===== config.mk =====
export PLATFORM = sky130hd
export DESIGN_NAME = reg_write_arbiter_flat
export DESIGN_NICKNAME = d
export VERILOG_FILES = /design/src/rtl/reg_arb_pkg.sv /design/src/rtl/reg_write_arbiter_if.sv /design/src/rtl/reg_write_arbiter_en_reg_bank.sv /design/src/rtl/reg_write_arbiter.sv /design/src/flat_wrapper.sv
export SDC_FILE = /design/constraint.sdc
export NUM_CORES = 1
export LEC_CHECK = 0
export ABC_AREA = 1
export ABC_CLOCK_PERIOD_IN_PS = 2000
export CORE_ASPECT_RATIO = 0.8
export CORE_MARGIN = 2
export CORE_UTILIZATION = 43
export CTS_CLUSTER_SIZE = 10
export DETAILED_ROUTE_END_ITERATION = 10
export PLACE_DENSITY_LB_ADDON = 0.1
export SLEW_MARGIN = 20
export SYNTH_ARGS = -nofsm -noshare
export SYNTH_HDL_FRONTEND = slang
export SYNTH_SLANG_ARGS = --single-unit

===== constraint.sdc =====
create_clock -name clk -period 2 [get_ports clk]
set_input_delay 0.3 -clock clk [delete_from_list [all_inputs] [get_ports clk]]
set_output_delay 0.3 -clock clk [all_outputs]
set_load 0.005 [all_outputs]

===== src/rtl/reg_arb_pkg.sv =====
// Shared types and default sizing for the round-robin register write arbiter.
// Imported by the interface, bank and arbiter top.
package reg_arb_pkg;

  typedef enum logic [0:0] {
    ARB_IDLE   = 1'b0,
    ARB_LOCKED = 1'b1
  } arb_state_t;

  localparam int DEF_NUM_REQ  = 4;
  localparam int DEF_NUM_REGS = 8;
  localparam int DEF_DATA_W   = 8;

endpackage


===== src/rtl/reg_write_arbiter_if.sv =====
// Requester-side bundle: per-requester write request, lock, address, data
// and the one-hot grant pulse returned by the arbiter.
interface reg_write_arbiter_if
  import reg_arb_pkg::*;
#(
  parameter int NUM_REQ  = DEF_NUM_REQ,
  parameter int NUM_REGS = DEF_NUM_REGS,
  parameter int DATA_W   = DEF_DATA_W
);

  localparam int AW = $clog2(NUM_REGS);

  logic [NUM_REQ-1:0]             req;
  logic [NUM_REQ-1:0]             lock;
  logic [NUM_REQ-1:0][AW-1:0]     wr_addr;
  logic [NUM_REQ-1:0][DATA_W-1:0] wr_data;
  logic [NUM_REQ-1:0]             gnt;

  modport master (
    output req,
    output lock,
    output wr_addr,
    output wr_data,
    input  gnt
  );

  modport slave (
    input  req,
    input  lock,
    input  wr_addr,
    input  wr_data,
    output gnt
  );

endinterface


===== src/rtl/reg_write_arbiter_en_reg_bank.sv =====
// Bank of enable-gated registers with a shared data input and a
// synchronous clear that overrides every enable.
module en_reg_bank
  import reg_arb_pkg::*;
#(
  parameter int NUM_REGS = DEF_NUM_REGS,
  parameter int DATA_W   = DEF_DATA_W
) (
  input  logic                             clk,
  input  logic                             rst_n,
  input  logic                             clr_i,
  input  logic [NUM_REGS-1:0]              en_i,
  input  logic [DATA_W-1:0]                d_i,
  output logic [NUM_REGS-1:0][DATA_W-1:0]  q_o
);

  logic [NUM_REGS-1:0][DATA_W-1:0] q_q;

  always_ff @(posedge clk or negedge rst_n) begin
    if (!rst_n) begin
      q_q <= '0;
    end else if (clr_i) begin
      q_q <= '0;
    end else begin
      for (int i = 0; i < NUM_REGS; i++) begin
        if (en_i[i]) q_q[i] <= d_i;
      end
    end
  end

  assign q_o = q_q;

endmodule


===== src/rtl/reg_write_arbiter.sv =====
// Round-robin write arbiter with locked bursts in front of a shared
// enable-register bank; one registered write stage between grant and bank.
module reg_write_arbiter
  import reg_arb_pkg::*;
#(
  parameter int NUM_REQ  = DEF_NUM_REQ,
  parameter int NUM_REGS = DEF_NUM_REGS,
  parameter int DATA_W   = DEF_DATA_W,
  localparam int AW      = $clog2(NUM_REGS),
  localparam int IW      = (NUM_REQ > 1) ? $clog2(NUM_REQ) : 1
) (
  input  logic                            clk,
  input  logic                            reset,
  input  logic                            clr,
  reg_write_arbiter_if.slave              bus,
  output logic [NUM_REGS-1:0][DATA_W-1:0] q,
  output logic [IW-1:0]                   owner,
  output logic                            locked
);

  arb_state_t         state_q, state_d;
  logic [IW-1:0]      ptr_q, ptr_d;
  logic [IW-1:0]      owner_q, owner_d;
  logic [NUM_REQ-1:0] gnt_q, gnt_d;
  logic               we_q, we_d;
  logic [AW-1:0]      waddr_q, waddr_d;
  logic [DATA_W-1:0]  wdata_q, wdata_d;

  logic [NUM_REQ-1:0] own_m;
  logic [NUM_REQ-1:0] elig;
  logic [IW:0]        pick;
  logic               win_vld;
  logic [IW-1:0]      win;

  // First eligible requester at or above p, wrapping; {valid, index}.
  function automatic logic [IW:0] rr_pick(
    input logic [NUM_REQ-1:0] e,
    input logic [IW-1:0]      p
  );
    logic [IW:0]   r;
    logic [IW-1:0] c;
    r = '0;
    for (int i = NUM_REQ - 1; i >= 0; i--) begin
      c = IW'((int'(p) + i) % NUM_REQ);
      if (e[c]) r = {1'b1, c};
    end
    return r;
  endfunction

  always_comb begin
    own_m          = '0;
    own_m[owner_q] = 1'b1;
    // A requester granted last edge sits out one cycle.
    elig = bus.req & ~gnt_q;
    if (state_q == ARB_LOCKED) elig = elig & own_m;
    pick    = rr_pick(elig, ptr_q);
    win_vld = pick[IW];
    win     = pick[IW-1:0];
  end

  always_comb begin
    state_d = state_q;
    ptr_d   = ptr_q;
    owner_d = owner_q;
    gnt_d   = '0;
    we_d    = 1'b0;
    waddr_d = waddr_q;
    wdata_d = wdata_q;
    if (win_vld) begin
      gnt_d[win] = 1'b1;
      we_d       = ~clr;
      waddr_d    = bus.wr_addr[win];
      wdata_d    = bus.wr_data[win];
      ptr_d      = (win == IW'(NUM_REQ - 1)) ? '0 : win + 1'b1;
      if (bus.lock[win]) begin
        state_d = ARB_LOCKED;
        owner_d = win;
      end else begin
        state_d = ARB_IDLE;
      end
    end else if (state_q == ARB_LOCKED &&
                 !bus.req[owner_q] && !bus.lock[owner_q]) begin
      state_d = ARB_IDLE;
    end
  end

  always_ff @(posedge clk or negedge reset) begin
    if (!reset) begin
      state_q <= ARB_IDLE;
      ptr_q   <= '0;
      owner_q <= '0;
      gnt_q   <= '0;
      we_q    <= 1'b0;
      waddr_q <= '0;
      wdata_q <= '0;
    end else begin
      state_q <= state_d;
      ptr_q   <= ptr_d;
      owner_q <= owner_d;
      gnt_q   <= gnt_d;
      we_q    <= we_d;
      waddr_q <= waddr_d;
      wdata_q <= wdata_d;
    end
  end

  logic [NUM_REGS-1:0] bank_en;

  assign bank_en = we_q ? (NUM_REGS'(1) << waddr_q) : '0;

  en_reg_bank #(
    .NUM_REGS (NUM_REGS),
    .DATA_W   (DATA_W)
  ) u_bank (
    .clk   (clk),
    .rst_n (reset),
    .clr_i (clr),
    .en_i  (bank_en),
    .d_i   (wdata_q),
    .q_o   (q)
  );

  assign bus.gnt = gnt_q;
  assign owner   = owner_q;
  assign locked  = (state_q == ARB_LOCKED);

endmodule


===== src/flat_wrapper.sv =====
// flat-port wrapper written by rule: the top's interface ports become plain ports
module reg_write_arbiter_flat import reg_arb_pkg::*;
#(
  parameter int NUM_REQ  = DEF_NUM_REQ,
  parameter int NUM_REGS = DEF_NUM_REGS,
  parameter int DATA_W   = DEF_DATA_W,
  localparam int AW      = $clog2(NUM_REGS),
  localparam int IW      = (NUM_REQ > 1) ? $clog2(NUM_REQ) : 1
)
  (clk, reset, clr, q, owner, locked, bus_req, bus_lock, bus_wr_addr, bus_wr_data, bus_gnt);
  reg_write_arbiter_if #(.NUM_REQ(NUM_REQ), .NUM_REGS(NUM_REGS), .DATA_W(DATA_W)) bus_i ();
  input  logic clk;
  input  logic reset;
  input  logic clr;
  output logic [NUM_REGS-1:0][DATA_W-1:0] q;
  output logic [IW-1:0] owner;
  output logic locked;
  input wire logic [$bits(bus_i.req)-1:0] bus_req;
  input wire logic [$bits(bus_i.lock)-1:0] bus_lock;
  input wire logic [$bits(bus_i.wr_addr)-1:0] bus_wr_addr;
  input wire logic [$bits(bus_i.wr_data)-1:0] bus_wr_data;
  output wire logic [$bits(bus_i.gnt)-1:0] bus_gnt;
  assign bus_i.req = bus_req;
  assign bus_i.lock = bus_lock;
  assign bus_i.wr_addr = bus_wr_addr;
  assign bus_i.wr_data = bus_wr_data;
  assign bus_gnt = bus_i.gnt;
  reg_write_arbiter #(.NUM_REQ(NUM_REQ), .NUM_REGS(NUM_REGS), .DATA_W(DATA_W)) u_core (.clk(clk), .reset(reset), .clr(clr), .bus(bus_i), .q(q), .owner(owner), .locked(locked));
endmodule

==> impl_metrics.env, run 1 <==
export IMPL_fin_nets=659
export IMPL_dp_slack_ns=-0.285
export IMPL_yosys_warnings=0
export IMPL_synth_nets=510
export IMPL_avgViaCountPerCell=4.87
export IMPL_setup_worst_path_class="in2reg"
export IMPL_reg2reg_to="u_core.wdata_q[1]"
export IMPL_ant_nets=0
export IMPL_critical_path_arrival_ns=2.19
export IMPL_fill_cells=805
export IMPL_fin_crit_ns=1.98
export IMPL_initial_core_util_pct=44.0
export IMPL_dp_hpwl_um=7740
export IMPL_cellLeakagePower_nw=3.14
export IMPL_wl_per_cell_um=15.0
export IMPL_num_rows=32
export IMPL_ys_ff_latch=85
export IMPL_ir_worst_vdd_mv=0.842
export IMPL_synth_area_leaders="dfrtp_1 50%, mux2_2 17%, nand2_1 13%"
export IMPL_cts_buffers=9
export IMPL_via_count=3528
export IMPL_drt_initial_drc_count=139
export IMPL_die_height_um=92.7
export IMPL_cts_tree="yes"
export IMPL_clockPowerShare_pct=15.5
export IMPL_wirelength_um=10900
export IMPL_synth_area_um2=4220
export IMPL_crit_path_end_kind="flip-flop"
export IMPL_synth_area_leader_cell="dfrtp_1"
export IMPL_swShare_pct=40.4
export IMPL_clockRootBuffer="clkbuf_16"
export IMPL_pin_count=126
export IMPL_placed_area_um2=5720
export IMPL_dieArea_um2=10600
export IMPL_place_port_buffers=125
export IMPL_worstMarginPinSlew_ns=0.613
export IMPL_hold_ws_ns=0.468
export IMPL_reg2regPathDepth=19
export IMPL_required_ns=2.22
export IMPL_min_path_type="in2async"
export IMPL_rrSetupSlack_ns=0.03
export IMPL_fmax_ghz=0.506
export IMPL_critPathLaunchType="input pin"
export IMPL_path_max_fanout=6
export IMPL_outcome="finished, final reports clean"
export IMPL_fin_ws_ns=0.0246
export IMPL_setup_tns_final_ns=0
export IMPL_hold_viol=0
export IMPL_seqPwrFrac_pct=24.4
export IMPL_finalWeightedCongestion=0.823
export IMPL_power_density_nw_per_um2=1870
export IMPL_comb_power_share_pct=60.1
export IMPL_synth_seq_area_share_pct=50.4
export IMPL_fin_skew_ns=0.00808
export IMPL_final_cell_mix="125 x nand2_1, 124 x clkdlybuf4s50_1, 82 x dfrtp_1"
export IMPL_yosys_area_top_type_share_pct=50.4
export IMPL_htree_levels=3
export IMPL_drc_errors=0
export IMPL_grt_setup_unrepaired="true"
export IMPL_die_x_um=115
export IMPL_syn_inst=451
export IMPL_grt_overflow=0
export IMPL_grt_pass1_vias=3442
export IMPL_final_common_cell="nand2_1"
export IMPL_cts_sinks=85
export IMPL_grt_max_degree=52
export IMPL_grt_use_total_pct=20.5
export IMPL_antenna_found_initial=0
export IMPL_relSlewSlack_pct=59.0
export IMPL_coreArea_um2=9610
export IMPL_fin_area_um2=6290
export IMPL_cap_violations=0
export IMPL_areaGrowthSynthToFinish_pct=48.9
export IMPL_clk_latency_ns=0.33
export IMPL_worstReg2RegStart="u_core.owner[1]"
export IMPL_drv_slew=0
export IMPL_path_clk_slew_ns=0.06
export IMPL_ys_types=26
export IMPL_cts_buffer_depth=2
export IMPL_firstDrtPassIters=5
export IMPL_utilization_pct=65.5
export IMPL_setup_viol=0
export IMPL_grt_pass1_wl_um=16900
export IMPL_p_switching_mw=4.76
export IMPL_fin_crit_sh_pct=98.8
export IMPL_drive_above_1_share_pct=27.9
export IMPL_syn_avg_cell_area_um2=9.37
export IMPL_intPower_mw=7.01
==> logic make-up (layout without fill, tap and decap cells) <==
kind of cell	Yosys count	after routing	share of synthesized area, %
muxes	64	64	17.1
and+or+nand+nor	221	222	22.4
other	0	1	0
DFF	85	85	50.4
AOI/OAI and AO/OA	7	7	1.18
adders and majority gates	4	4	1.18
xor gates and xnor gates	1	1	0.385
buffers and inverters	69	222	7.41
==> cells in the mapped netlist <==
library cell,count
nand2_2,12
nor2_1,27
a21oi_1,2
a211oi_1,1
buf_12,1
nand3_4,1
o311ai_0,1
clkbuf_1,1
nand2_4,3
nand2_8,1
nor2_2,1
inv_6,1
buf_6,2
xor2_2,1
buf_4,4
o31ai_2,1
mux2_2,64
inv_1,49
dfrtp_1,85
o21ai_0,1
nand3_1,26
nand2_1,150
ha_1,4
o22ai_1,1
buf_2,2
inv_2,9
==> sequential cells by signal, summed over array words and instances (netlist names) <==
signal	count
u_core.u_bank.q_o	64
u_core.wdata_q	8
u_core.bus.gnt	4
u_core.waddr_q	3
u_core.owner	2
u_core.ptr_q	2
u_core.locked	1
u_core.we_q	1
==> routing by layer <==
metal / part of all wire, % / vias up / track usage, %
li1: - / 1725 / -
met1: 45 / 1712 / 27.1
met2: 48 / 77 / 34.0
met3: 5.6 / 14 / 5.04
met4: 1.3 / 0 / 5.22
met5: 0 / - / 0
==> worst max-delay path: stages <==
cell and delay (ns):
clkdlybuf4s50_1 0.48, inv_1 0.04, nor2_1 0.15, nand3_2 0.10, nand2_2 0.11, nand2_2 0.07
nand2_2 0.09, inv_2 0.05, nand2_4 0.07, nand2_4 0.07, nand2_8 0.09, nand2_8 0.09
clkbuf_16 0.18, nand2_2 0.05, nand2_1 0.05, nand2_1 0.05, nand2_1 0.06, nand2_1 0.06
nand2_1 0.04
==> timing repair <==
item,in CTS,in global routing
cloned,0,4
setup endpoints to repair,11,21
hold endpoints to repair,34,0
hold buffers,1,0
setup buffers,0,2
resized for setup,2,41
pin swaps,0,16
==> power groups by stage <==
stage	logic, mW	registers [mW]	clock network [mW]
floorplan	3.80	2.83	0
global placement	6.06	2.86	0
detailed placement	6.20	2.88	0
CTS	6.26	2.86	1.86
global route	7.83	2.98	1.94
finish	7.07	2.88	1.82
==> through the flow <==
step	total power [mW]	cells
floorplan	6.63	451
global placement	8.93	701
detailed placement	9.08	701
CTS	11.0	718
global route	12.7	724
finish	11.8	725
==> cell type report <==
cell class | instances | area (um2) | area share [%]
Clock buffer | 10 | 239 | 3.80
Clock inverter | 6 | 93.8 | 1.49
Timing Repair Buffer | 147 | 1520 | 24.1
Tap cell | 119 | 149 | 2.37
Antenna cell | 1 | 2.50 | 0.0398
Inverter | 59 | 234 | 3.72
Sequential cell | 85 | 2130 | 33.9
Multi-Input combinational cell | 298 | 1920 | 30.6
==> worst max path at each step <==
stage	start	slack (ns)	to
detailed placement	bus_req[1]	-0.28	u_core.wdata_q[4]
floorplan	u_core.owner[1]	0.1	u_core.ptr_q[1]
CTS	u_core.owner[1]	0.008	u_core.wdata_q[4]
finish	bus_req[0]	0.02	u_core.wdata_q[1]
global placement	bus_req[0]	-0.20	u_core.wdata_q[4]
global route	bus_req[0]	-0.12	u_core.wdata_q[7]
No activity file was read; power rests on OpenSTA's default activity.
==> run 2, diff against run 1 <==
ABC_CLOCK_PERIOD_IN_PS = 2360   (was 2000)
CORE_UTILIZATION = 51   (was 43)
clock period = 2.36 ns   (was 2 ns; I/O delays follow)
==> impl_metrics.env, run 2 (synthesis gave the netlist of run 1 again) <==
export IMPL_dieArea_um2=9030
export IMPL_utilization_pct=73.1
export IMPL_wl_per_cell_um=14.0
export IMPL_min_path_type="in2async"
export IMPL_worstReg2RegStart="u_core.ptr_q[0]"
export IMPL_multi_input_area_um2=1780
export IMPL_outcome="finished, final reports clean"
export IMPL_placed_cells=683
export IMPL_grt_setup_unrepaired="false"
export IMPL_num_rows=29
export IMPL_ir_worst_vdd_mv=0.777
export IMPL_path_cells="inv_2 > nand3_1 > nand2_1 > nand2_1 > nand2_1 > inv_2 > nand2_4 > nand2_4 > nand2_8 > nand2_1 > nand3_1 > nand2_1 > nand2_1 > nand2_1 > nand2_1"
export IMPL_grt_pass1_vias=3377
export IMPL_setup_viol=0
export IMPL_antenna_cells=0
export IMPL_power_density_nw_per_um2=1430
export IMPL_cpMostUsedCell="nand2_1"
export IMPL_relSlewSlack_pct=53.2
export IMPL_drv_slew=0
export IMPL_fin_crit_sh_pct=86.5
export IMPL_clockRootBuffer="clkbuf_8"
export IMPL_antenna_found_initial=0
export IMPL_die_x_um=106
export IMPL_area_sequential_um2=2130
export IMPL_critical_path_arrival_ns=2.29
export IMPL_largest_reg_flops=64
export IMPL_dp_hpwl_um=7360
export IMPL_die_height_um=85.4
export IMPL_htree_levels=3
export IMPL_drc_errors=0
export IMPL_coreArea_um2=7980
export IMPL_clk_latency_ns=0.35
export IMPL_cts_buffer_depth=2
export IMPL_grt_use_total_pct=22.8
export IMPL_drive_above_1_share_pct=20.1
export IMPL_via_count=3434
export IMPL_pin_count=126
export IMPL_critPathLaunchType="flip-flop"
export IMPL_placed_area_um2=5630
export IMPL_grt_max_degree=33
export IMPL_fin_skew_ns=0.00639
export IMPL_rrSetupSlack_ns=0.32
export IMPL_drt_initial_drc_count=113
export IMPL_hold_viol=0
export IMPL_fill_cells=619
export IMPL_ant_nets=0
export IMPL_areaGrowthSynthToFinish_pct=38.2
export IMPL_cts_tree="yes"
export IMPL_path_max_fanout=10
export IMPL_required_ns=2.61
export IMPL_cts_sinks=85
export IMPL_fmax_ghz=0.490
export IMPL_firstDrtPassIters=4
export IMPL_grt_overflow=0
export IMPL_critPathMaxStageDelay_ns=0.61
export IMPL_fin_crit_ns=2.04
export IMPL_total_power_mw=8.35
export IMPL_setup_tns_final_ns=0
export IMPL_setup_worst_path_class="reg2reg"
export IMPL_fin_nets=646
export IMPL_initial_core_util_pct=52.9
export IMPL_path_clk_slew_ns=0.08
export IMPL_fin_area_um2=5840
export IMPL_reg2regPathDepth=15
export IMPL_final_common_cell="nand2_1"
export IMPL_wirelength_um=9760
export IMPL_cts_buffers=9
export IMPL_final_cell_mix="150 x nand2_1, 124 x clkdlybuf4s50_1, 85 x dfrtp_1"
export IMPL_crit_path_end_kind="flip-flop"
export IMPL_cap_violations=0
export IMPL_reg2reg_to="u_core.owner[0]"
export IMPL_layout_cells_non_filler=699
export IMPL_avgViaCountPerCell=4.91
export IMPL_finalWeightedCongestion=0.840
export IMPL_path_buf_inv=2
export IMPL_critical_path_top_delay_family="simple AND/OR/NAND/NOR gates"
export IMPL_place_port_buffers=125
export IMPL_ctsResizeCount=0
export IMPL_worstMarginPinSlew_ns=0.700
export IMPL_cellLeakagePower_nw=2.97
export IMPL_grt_pass1_wl_um=16100
export IMPL_critPathSlowestCell="dfrtp_1"
==> run 2: cell types whose count changed in the layout (fill, tap and decap cells not counted), sizes merged <==
cell    change
inv         -2
bufinv      -1
clkbuf      -1
clkinv      +1
buf        -10
diode       -1
nand2       -1
==> run 2: how the worst max path moves through the flow <==
stage	depth (start not counted)	start	to
after floorplan	16	u_core.owner[1]	u_core.ptr_q[1]
after global placement	18	bus_req[3]	u_core.wdata_q[3]
after detailed placement	18	bus_req[2]	u_core.waddr_q[0]
after CTS	15	u_core.ptr_q[0]	u_core.waddr_q[0]
after global routing	15	u_core.ptr_q[0]	u_core.owner[0]
final	15	u_core.ptr_q[0]	u_core.owner[0]
==> run 2: per-stage QoR <==
step / hold slack [ns] / setup WS (ns)
2_1_floorplan: 0.0584 / 0.457
4_1_cts: 0.456 / 0.331
6_report: 0.453 / 0.318
3_3_place_gp: 0.301 / 0.0595
5_1_grt: 0.491 / 0.120
3_5_place_dp: 0.301 / -0.0219
==> run 2: power by group <==
group	leakage (nW)	internal, mW	total (mW)	switching [mW]
sequential	1.10	2.05	2.43	0.378
clock	0.101	0.537	1.02	0.487
combinational	1.77	2.28	4.90	2.62
==> run 2: final cells by class <==
class / count / area share, %
flip-flops and latches: 85 / 36.4
multi-input cells: 297 / 30.6
repair buffers: 135 / 23.4
inverters: 59 / 3.88
clock buffers: 11 / 2.59
well taps: 108 / 2.32
clock inverters: 4 / 0.815
==> run 2: repair_timing <==
| action | CTS | global route |
|---|---|---|
| hold endpoints to repair | 28 | 0 |
| buffers inserted | 0 | 0 |
| hold buffers | 1 | 0 |
==> run 2: worst reg2reg max path, delay by kind of cell (launching register included) <==
| family | cells | cell delay, ns |
|---|---|---|
| flops | 1 | 0.61 |
| buf+inv | 2 | 0.22 |
| simple gates | 13 | 1.14 |
==> run 2: routing by layer <==
| metal | part of all wire, % | up-vias | track usage [%] |
|---|---|---|---|
| met5 | 0 | - | 0 |
| met4 | 0.80 | 0 | 4.90 |
| met3 | 7.0 | 9 | 7.53 |
| met2 | 48 | 107 | 38.1 |
| met1 | 44 | 1638 | 29.4 |
| li1 | - | 1680 | - |
